`src/rtl/sample_sum_fsm.sv`:
```
// sample_sum_fsm: watches a sample bus for changes and sums DEPTH changed
// values into one window result. The result is held until a valid/ready
// handshake takes it. Changes that arrive while a result is pending are
// dropped and flagged through the sticky overrun bit.
//
// Handshake: w_valid rises on the edge that captures the DEPTH-th change.
// w, w_valid and w_sat then stay frozen until an edge where w_valid and
// w_ready are both high. That edge consumes the result. w_ready has no
// effect while w_valid is low.
module sample_sum_fsm #(
  parameter int WIDTH = 4,
  parameter int DEPTH = 4,
  parameter int SAT   = 1
) (
  input  logic                     clk,
  input  logic                     reset,
  input  logic                     en,
  input  logic                     clr,
  input  logic [WIDTH-1:0]         sample,
  output logic [WIDTH-1:0]         w,
  output logic                     w_valid,
  input  logic                     w_ready,
  output logic [$clog2(DEPTH):0]   count,
  output logic                     w_sat,
  output logic                     overrun,
  output logic [1:0]               state_dbg
);

  localparam int CW = $clog2(DEPTH) + 1;
  localparam int AW = WIDTH + $clog2(DEPTH);

  // State encoding. IDLE means an empty window. ACCUM means a window that
  // is partly filled. HOLD means a result is waiting for the consumer.
  localparam logic [1:0] ST_IDLE  = 2'd0;
  localparam logic [1:0] ST_ACCUM = 2'd1;
  localparam logic [1:0] ST_HOLD  = 2'd2;

  // Largest value w can carry, zero-extended to the accumulator width.
  localparam logic [AW-1:0] W_MAX = {{(AW-WIDTH){1'b0}}, {WIDTH{1'b1}}};

  // The last count value before a window completes.
  localparam logic [CW-1:0] LAST_CNT = CW'(DEPTH - 1);

  logic [1:0]       state_q,   state_d;
  logic [WIDTH-1:0] prev_q,    prev_d;
  logic [AW-1:0]    acc_q,     acc_d;
  logic [CW-1:0]    count_q,   count_d;
  logic [WIDTH-1:0] w_q,       w_d;
  logic             w_valid_q, w_valid_d;
  logic             w_sat_q,   w_sat_d;
  logic             overrun_q, overrun_d;

  logic             change;
  logic             handshake;
  logic [AW-1:0]    sample_ext;
  logic [AW-1:0]    acc_sum;
  logic             sum_over;
  logic [WIDTH-1:0] w_result;
  logic             w_result_sat;

  // Detect a change, detect a handshake, and form the running sum with the
  // current sample. The accumulator is wide enough to hold DEPTH samples at
  // their maximum value, so this addition cannot overflow.
  always_comb begin
    change     = en && (sample != prev_q);
    handshake  = w_valid_q && w_ready;
    sample_ext = {{(AW-WIDTH){1'b0}}, sample};
    acc_sum    = acc_q + sample_ext;
    sum_over   = (acc_sum > W_MAX);
  end

  // Reduce the full-width sum to the output width. SAT selects clamping or
  // plain truncation. w_sat can only be set when clamping is selected.
  always_comb begin
    w_result     = acc_sum[WIDTH-1:0];
    w_result_sat = 1'b0;
    if (SAT != 0) begin
      if (sum_over) begin
        w_result     = {WIDTH{1'b1}};
        w_result_sat = 1'b1;
      end
    end
  end

  // Next-state logic for the window FSM. clr has priority over a change and
  // over a handshake. w is never cleared here, so it keeps the last result.
  always_comb begin
    state_d   = state_q;
    prev_d    = prev_q;
    acc_d     = acc_q;
    count_d   = count_q;
    w_d       = w_q;
    w_valid_d = w_valid_q;
    w_sat_d   = w_sat_q;
    overrun_d = overrun_q;

    // prev_q follows sample whenever detection is enabled. This includes
    // the HOLD case where the change itself is dropped.
    if (en) begin
      prev_d = sample;
    end

    if (clr) begin
      state_d   = ST_IDLE;
      prev_d    = sample;
      acc_d     = '0;
      count_d   = '0;
      w_valid_d = 1'b0;
      w_sat_d   = 1'b0;
      overrun_d = 1'b0;
    end else begin
      case (state_q)
        ST_IDLE: begin
          if (change) begin
            state_d = ST_ACCUM;
            acc_d   = sample_ext;
            count_d = CW'(1);
          end
        end

        ST_ACCUM: begin
          if (change) begin
            if (count_q == LAST_CNT) begin
              // This change completes the window. Publish the result and
              // start the next window empty.
              state_d   = ST_HOLD;
              w_d       = w_result;
              w_sat_d   = w_result_sat;
              w_valid_d = 1'b1;
              acc_d     = '0;
              count_d   = '0;
            end else begin
              acc_d   = acc_sum;
              count_d = count_q + CW'(1);
            end
          end
        end

        ST_HOLD: begin
          if (handshake) begin
            w_valid_d = 1'b0;
            if (change) begin
              // A change on the consuming edge is the first sample of the
              // next window. The accumulator is already zero at this point.
              state_d = ST_ACCUM;
              acc_d   = sample_ext;
              count_d = CW'(1);
            end else begin
              state_d = ST_IDLE;
            end
          end else if (change) begin
            overrun_d = 1'b1;
          end
        end

        default: begin
          state_d   = ST_IDLE;
          acc_d     = '0;
          count_d   = '0;
          w_valid_d = 1'b0;
        end
      endcase
    end
  end

  // State registers. Reset is asynchronous and active-low.
  always_ff @(posedge clk or negedge reset) begin
    if (!reset) begin
      state_q   <= ST_IDLE;
      prev_q    <= '0;
      acc_q     <= '0;
      count_q   <= '0;
      w_q       <= '0;
      w_valid_q <= 1'b0;
      w_sat_q   <= 1'b0;
      overrun_q <= 1'b0;
    end else begin
      state_q   <= state_d;
      prev_q    <= prev_d;
      acc_q     <= acc_d;
      count_q   <= count_d;
      w_q       <= w_d;
      w_valid_q <= w_valid_d;
      w_sat_q   <= w_sat_d;
      overrun_q <= overrun_d;
    end
  end

  // Output wiring. Every output comes directly from a register.
  always_comb begin
    w         = w_q;
    w_valid   = w_valid_q;
    count     = count_q;
    w_sat     = w_sat_q;
    overrun   = overrun_q;
    state_dbg = state_q;
  end

endmodule

```
`config.mk`:
```
export PLATFORM = sky130hd
export DESIGN_NAME = sample_sum_fsm
export DESIGN_NICKNAME = d
export VERILOG_FILES = /design/src/rtl/sample_sum_fsm.sv
export SDC_FILE = /design/constraint.sdc
export NUM_CORES = 1
export LEC_CHECK = 0
export CAP_MARGIN = 0
export CORE_MARGIN = 2
export CORE_UTILIZATION = 47
export CTS_BUF_LIST = sky130_fd_sc_hd__clkbuf_8
export CTS_CLUSTER_SIZE = 8
export DETAILED_ROUTE_END_ITERATION = 10
export PLACE_DENSITY = 0.79
export SETUP_SLACK_MARGIN = 0.1
export SYNTH_ARGS = -nofsm -noshare
export SYNTH_HDL_FRONTEND = slang
export SYNTH_SLANG_ARGS = --single-unit
```
`constraint.sdc`:
```
create_clock -name clk -period 4 [get_ports clk]
set_input_delay 0.4 -clock clk [delete_from_list [all_inputs] [get_ports clk]]
set_output_delay 0.4 -clock clk [all_outputs]
set_load 0.01 [all_outputs]
```
# == Word level (Yosys, flattened, before mapping) ==
# Cells that the tools add are included.
# classes
n_mux,36
bitwise_logic,1
n_eq_ne,10
magnitude_cmp,1
n_reduce_logical,14
add_sub_neg,2
# op_table
op,n
2-to-1 mux 6 bit,5
case mux 6 bit (3 select lines),1
2-to-1 mux 3 bit,5
2-to-1 mux 1 bit,14
2-to-1 mux 4 bit,3
"!= test 3 bit, second input constant",4
AND reduction 4 bit,3
2-to-1 mux 2 bit,5
nonzero test 2 bit,5
case mux 3 bit (3 select lines),1
adder 6 x 4 -> 6 bit,1
"greater-than comparator 6 x 4 -> 1 bit, second input constant",1
case mux 2 bit (3 select lines),1
AND reduction 3 bit,2
"!= test 2 bit, second input constant",2
!= test 4 bit,1
"adder 3 x 1 -> 3 bit, second input constant",1
"equality test 3 x 2 -> 1 bit, second input constant",1
case mux 1 bit (3 select lines),1
"equality test 2 x 1 -> 1 bit, second input constant",1
"equality test 2 bit, second input constant",1
logical AND 1 bit,2
zero test 2 bit,1
AND reduction 2 bit,1
inverter 1 bit,1
# totals
elab_cells,72
regBits,22
output_inout_bits,12
inputBits,9

# == Longest topological paths before layout ==
# Gate-level depths: netlist (run 1).
# depth
depth_word,7
ltp_mapped,7
depth_no_buf,7

# == Least setup slack after synthesis (run 1) ==
# Ideal clock, no wire load.
# synth_timing
path_type,input to register
start,input sample[0]
end,"register w_q[2], in the netlist w[2]"
arrival_ps,1740
stages,7
setup_time_ps,142
setup_slack_ps,2118
cell_sequence,ha_1 fa_1 a21o_1 and2_1 o21ai_0 nand3b_1 a31oi_1
# synth_between
elab_chain_len,3
# synth_rtl
element,line,text
"start, declared",19,"input logic [WIDTH-1:0] sample,"
adder 6 x 4 -> 6 bit / != test 4 bit (equally long branches),"68, 65",
greater-than comparator 6 x 4 -> 1 bit / logical AND 1 bit (equally long branches),"69, 65",
2-to-1 mux 4 bit / AND reduction 4 bit (equally long branches),n/a,
"end signal, assigned",182,w_q <= w_d;
"end, declared",48,"logic [WIDTH-1:0] w_q, w_d;"
# Several ways; a longest one is shown, not always the timed one.
# A chain may end at the register's enable or synchronous reset.

# == Worst setup path after layout (run 1) ==
# Same ends and word-level chain as after synthesis.

==> summary.txt, run 1 <==
Synth area leader = dfrtp_1
Htree depth = 1
Non-filler cells, final = 173
Synthesized area = 1225 um^2
Root buffer cell = clkbuf_8
Setup WS pre-CTS = 1.448 ns
Top cells by area, synth = dfrtp_1, ha_1, a21oi_1, nor2_1, mux2_1
First-pass GRT wire length = 4422 um
Worst Path Buf+Inv = 1
CP delay by family, top = adder cells
CTS Hold Buffers Added = 0
Worst-path cell chain = clkdlybuf4s50_1, ha_1, fa_1, a21o_1, and2_1, o21ai_0, nand3b_1, a31oi_1
# DRC = 0
Syn_nets = 135
Worst hold path class = reg2reg
Worst slew margin = 33.80%
Post-synthesis sequential area ratio = 44.94%
Share of cells above drive strength 1 = 6.294%
Setup CP Type = in2reg
Setup Buffers After CTS = 0
Initial antenna violation count = 0
Worst slew pin tran = 0.9899 ns
Endpoint class of the critical path = register
IO Count = 21
PnR worst setup slack = 1.716 ns
Clock slew at reported path FFs = 0.08 ns
Critical Path Max Stage Delay = 0.47 ns
Fin crit share = 57.11%
Max cap viols = 0
Post-DR wirelength/cell = 15.07 um
Max frequency = 437.7 MHz
Initial DRC Count = 29
IR drop worst, VDD = 219.2 uV
Die Span Y = 55.05 um
Synth Area per Inst = 10.21 um^2
Routed WL = 2607 um
Gr ovfl total = 0
Top cell type's share of synthesized area = 44.94%
Ys async rst share = 100.0%
Total CTS buffers = 3
Final setup violation count = 0
Die area = 3031 um^2
Power per Cell Area = 368.1 nW/um^2
Final hold vios = 0
Worst skew pair latency = 0.26 ns
Critical path startpoint category = input port
Top_reg_cell synth = dfrtp_1
Setup TNS = 0 ns
# rows = 18
Drt pass-1 iters = 6
Slowest CP cell = clkdlybuf4s50_1
#FFs+latches synth = 22
Detail Route Antenna Nets = 0
PortBufs = 20
Most common cell in the netlist = dfrtp_1
Via density = 5.751
Total GRT Usage = 20.76%
Worst endpoint data arrival time = 2.41 ns
Slew Viols, Final = 0
Fillers = 215
PostCTS Resize Cnt = 0
Synth-to-layout area growth = 23.49%
CP max FO = 5
CTS tree = built
Synthesized instance count = 120
Initial Util = 49.44%
Status = finished, final reports clean
Most frequent cells after synthesis = dfrtp_1, nor2_1, a21oi_1, ha_1, mux2_1
Via count = 995
Global placement routability congestion = 0.8776
Leak = 0.0006486 uW
Final setup skew = 0.004173 ns
Placed cell count = 169
Number of clock sinks = 22
Core Region = 2477 um^2
CTS Buffer Depth = 2
Count of different cell masters after synthesis = 37
RSZ-0062 raised after global routing = false
Fin crit period = 2.285 ns
DP Wirelength = 1992 um
Vias in the first global route = 1001
Die Span X = 55.05 um
Post-synth EDFFs = 0
CP required = 4.13 ns
Largest net degree at the start of global routing = 23
Nets = 159
Antenna diode count = 0
Syn. warnings = 0
Final Power = 556.8 uW
-- metal layers --
| metal | global-route usage, % | vias up | routed length [um] |
|---|---|---|---|
| li1 | - | 484 | - |
| met1 | 26.87 | 485 | 1211 |
| met2 | 36.11 | 24 | 1257 |
| met3 | 2.688 | 2 | 118 |
| met4 | 6.098 | 0 | 20 |
| met5 | 0 | - | 0 |
-- where the power goes --
part | leakage (uW) | internal (uW) | switching, uW
clock network | 0.0000288 | 87.7 | 71.1
logic | 0.000333 | 66.5 | 75.2
registers | 0.000287 | 241 | 15.0
total | 0.000649 | 395 | 161
-- layout by cell type (no fill, tap or decap), types with 2 or more instances in the layout --
| master | Yosys | final |
|---|---|---|
| nand3_1 | 3 | 3 |
| a21oi_1 | 12 | 12 |
| or3_1 | 3 | 3 |
| inv_1 | 4 | 4 |
| xnor2_1 | 2 | 2 |
| ha_1 | 5 | 5 |
| a31o_1 | 3 | 3 |
| a21o_1 | 2 | 2 |
| nand2_1 | 3 | 3 |
| xor2_1 | 4 | 4 |
| nor2b_1 | 2 | 2 |
| o21ai_0 | 4 | 4 |
| mux2_1 | 5 | 5 |
| a21boi_1 | 2 | 2 |
| dfrtp_1 | 22 | 22 |
| nor2_1 | 16 | 16 |
| nor3_1 | 3 | 3 |
| o21ai_1 | 2 | 2 |
| a22oi_1 | 3 | 3 |
| a31oi_1 | 2 | 2 |
| clkdlybuf4s50_1 | 0 | 20 |
| nand2b_1 | 2 | 2 |
| clkbuf_8 | 0 | 4 |
-- area by class of cell --
cell class | instances | area, um^2 | area share [%]
clock buffer | 4 | 55.05 | 3.639
timing repair buffer | 20 | 200.2 | 13.23
sequential | 22 | 550.5 | 36.39
inverter | 4 | 15.01 | 0.9926
tap | 30 | 37.54 | 2.481
multi-input combinational | 93 | 654.4 | 43.26
-- cells by family after synthesis --
logic type / Yosys count / synth area share (%)
adders and majority gates: 6 / 6.742
muxes: 5 / 4.596
and+or+nand+nor: 40 / 17.37
buffers and inverters: 5 / 1.634
AOI/OAI and AO/OA: 36 / 20.43
xor gates and xnor gates: 6 / 4.290
DFF: 22 / 44.94
-- per-stage QoR --
step / utilization, % / hold WS [ns] / area [um^2]
after detailed placement: 58.84 / 0.4886 / 1458
after global routing: 61.06 / 0.5443 / 1513
after CTS: 61.06 / 0.5098 / 1513
final: 61.06 / 0.5065 / 1513
after floorplan: - / 0.1044 / 1225
after global placement: 58.84 / 0.4946 / 1458
-- final timing paths --
path	to	cells after the start	from	slack [ns]
worst max register to register	w[2]$_DFFE_PN0P_	7	acc_q[0]$_DFFE_PN0P_	2.00
max in group asynchronous	prev_q[3]$_DFFE_PN0P_	1	reset	2.72
worst min register to register	overrun$_DFFE_PN0P_	1	overrun$_DFFE_PN0P_	0.51
worst min-delay path	overrun$_DFFE_PN0P_	1	overrun$_DFFE_PN0P_	0.51
min in group asynchronous	count[0]$_DFFE_PN0P_	1	reset	0.68
worst max-delay path	w[2]$_DFFE_PN0P_	8	sample[0]	1.72
-- registers in the layout, indices dropped and copies added (netlist names) --
register,cells
prev_q,4
w_sat,1
w,4
state_dbg,2
w_valid,1
overrun,1
count,3
acc_q,6
Power figures use the tool's default switching activity.
==> run 2, diff against run 1 <==
--- a/config.mk
+++ b/config.mk
@@ -11,7 +11,7 @@
 export CTS_BUF_LIST = sky130_fd_sc_hd__clkbuf_8
 export CTS_CLUSTER_SIZE = 8
 export DETAILED_ROUTE_END_ITERATION = 10
-export PLACE_DENSITY = 0.79
+export PLACE_DENSITY = 0.82
 export SETUP_SLACK_MARGIN = 0.1
 export SYNTH_ARGS = -nofsm -noshare
 export SYNTH_HDL_FRONTEND = slang
==> constraint.sdc (replaced) <==
create_clock -name clk -period 1.9 [get_ports clk]
set_input_delay 0.19 -clock clk [delete_from_list [all_inputs] [get_ports clk]]
set_output_delay 0.19 -clock clk [all_outputs]
set_load 0.01 [all_outputs]
==> summary.txt, run 2 (synthesis gave the netlist of run 1 again) <==
Max cap viols = 0 (unchanged)
Die Span X = 55.05 um (unchanged)
Largest Register = acc_q
IR drop worst, VDD = 548.3 uV (+150%)
Share of cells above drive strength 1 = 24.10% (+18 points)
Non-filler cells, final = 196 (+13%)
GRT met1 Usage = 27.09% (+0.22 points)
Power per Cell Area = 708.1 nW/um^2 (+92%)
Total CTS buffers = 3 (unchanged)
CP required = 2.03 ns (-2.10 ns)
PortBufs = 20 (unchanged)
Drt pass-1 iters = 4 (-2)
Detail Route Antenna Nets = 0 (unchanged)
Met2 GRT Util = 38.49% (+2.4 points)
Largest net degree at the start of global routing = 23 (unchanged)
Multi-input gate area = 696.9 um^2 (+6.5%)
Sequential cell area = 550.5 um^2 (unchanged)
Max frequency = 529.2 MHz
Global placement routability congestion = 0.8493 (-3.2%)
Worst hold path class = in2async
CP max FO = 5 (unchanged)
Core Region = 2477 um^2 (unchanged)
Setup TNS = 0 ns (unchanged)
Initial antenna violation count = 0 (unchanged)
Htree depth = 1 (unchanged)
Vias in the first global route = 1089 (+8.8%)
Switch Pwr = 368.0 uW (+130%)
Number of clock sinks = 22 (unchanged)
Antenna diode count = 0 (unchanged)
Total GRT Usage = 22.37% (+1.6 points)
CTS Buffer Depth = 2 (unchanged)
Setup CP Type = reg2reg
Max FFs per register = 6 (unchanged)
Post-DR wirelength/cell = 15.15 um (+0.52%)
Via density = 5.551 (-3.5%)
Synth-to-layout area growth = 41.27%
Slew Viols, Final = 0 (unchanged)
Routed WL = 2969 um (+14%)
GR Util met3 = 3.763% (+1.1 points)
DP Wirelength = 2246 um (+13%)
Clock share of power = 23.6% (-4.9 points)
Switch share = 30.03% (+1.1 points)
Worst skew pair latency = 0.26 ns (about the same)
Fin crit share = 99.45%
Placed cell count = 189 (+12%)
Internal = 857.4 uW (+120%)
Initial DRC Count = 21 (-28%)
# rows = 18 (unchanged)
GR peak layer = met2
Critical path startpoint category = register
Setup WS pre-CTS = -0.3269 ns (-1.775 ns)
Nets = 183 (+15%)
Final setup violation count = 0 (unchanged)
Worst endpoint data arrival time = 2.02 ns (-0.39 ns)
PnR worst setup slack = 0.01041 ns (-1.705 ns)
Most frequent cells in the layout = dfrtp_1, buf_4, clkdlybuf4s50_1
Clock slew at reported path FFs = 0.08 ns (about the same)
IO Count = 21 (unchanged)
Root buffer cell = clkbuf_8
# DRC = 0 (unchanged)
Leak = 0.0007742 uW (+19%)
Die Span Y = 55.05 um (unchanged)
Via count = 1088 (+9.3%)
Fin crit period = 1.890 ns
Die area = 3031 um^2 (unchanged)
Final setup skew = 0.006388 ns (+0.002215 ns)
Status = finished, final reports clean
CTS tree = built
Initial Util = 49.44% (unchanged)
RSZ-0062 raised after global routing = true
Final hold vios = 0 (unchanged)
Fillers = 193 (-10%)
Commonest non-fill, non-tap cell in the layout = dfrtp_1
Post-DP Area = 1610 um^2 (+10%)
First-pass GRT wire length = 4816 um (+8.9%)
Fin area = 1730 um^2 (+14%)
Gr ovfl total = 0 (unchanged)
Gate power share = 32.5% (+7.0 points)
Sequential power share = 43.9% (-2.1 points)
Worst slew pin tran = 0.4987 ns (-0.4912 ns)
Worst slew margin = 66.64% (+33 points)
Endpoint class of the critical path = register
-- run 2: changes by cell type in the layout (fill, tap and decap cells not counted), sizes merged --
cell | previous run | this run
clkbuf | 4 | 3
dlygate4sd2 | 0 | 2
buf | 0 | 24
clkdlybuf4s50 | 20 | 18
-- run 2: timing repair --
action                                 4_1_cts  5_1_grt
pin swaps                                   12        9
hold buffers                                 0        0
setup endpoints to repair                   14       15
buffers inserted                             3        1
gates resized for setup                      7        8
endpoints found under the hold margin        0        0
-- run 2: worst paths after layout --
check | slack [ns] | endpoint | cells after the start | start
max | 0.01 | w[2]$_DFFE_PN0P_ | 7 | acc_q[0]$_DFFE_PN0P_
min | 0.27 | count[0]$_DFFE_PN0P_ | 2 | reset
max reg2reg | 0.01 | w[2]$_DFFE_PN0P_ | 7 | acc_q[0]$_DFFE_PN0P_
min reg2reg | 0.50 | overrun$_DFFE_PN0P_ | 1 | overrun$_DFFE_PN0P_
max in group asynchronous | 1.40 | acc_q[0]$_DFFE_PN0P_ | 2 | reset
min in group clk | 0.45 | prev_q[0]$_DFFE_PN0P_ | 3 | sample[0]
-- run 2: power by group through the flow --
stage	Clock [uW]	Sequential, uW	Combinational [uW]
global placement	0	545	333
finish	289	538	398
detailed placement	0	547	349
floorplan	0	552	180
global route	317	543	432
CTS	295	537	373
-- run 2: through the flow --
| step | total power (uW) | utilization [%] | hold WS, ns |
|---|---|---|---|
| detailed placement | 895.9 | 65.00 | 0.4802 |
| global placement | 877.8 | 65.00 | 0.4702 |
| finish | 1225 | 69.85 | 0.2678 |
| floorplan | 732.5 | - | -0.1056 |
| global route | 1292 | 69.85 | 0.2755 |
| CTS | 1204 | 68.13 | 0.2766 |
-- run 2: metal layers --
| metal | vias to the layer above | part of all wire [%] |
|---|---|---|
| met2 | 25 | 50 |
| met4 | 0 | 1.8 |
| met5 | - | 0 |
| met3 | 6 | 2.5 |
| li1 | 533 | - |
| met1 | 524 | 46 |
-- run 2: layout make-up --
cell class / instances / area share (%)
inverters: 4 / 0.8677
clock buffers: 3 / 2.386
repair buffers: 44 / 22.49
flip-flops and latches: 22 / 31.81
well taps: 30 / 2.169
multi-input cells: 93 / 40.27
-- run 2: critical path: stages (launching register included) --
cell and delay, ns:
dfrtp_1 0.39, ha_2 0.21, fa_2 0.34, a21o_1 0.20
and2_4 0.17, o21ai_2 0.10, nand3b_1 0.22, a31oi_1 0.12
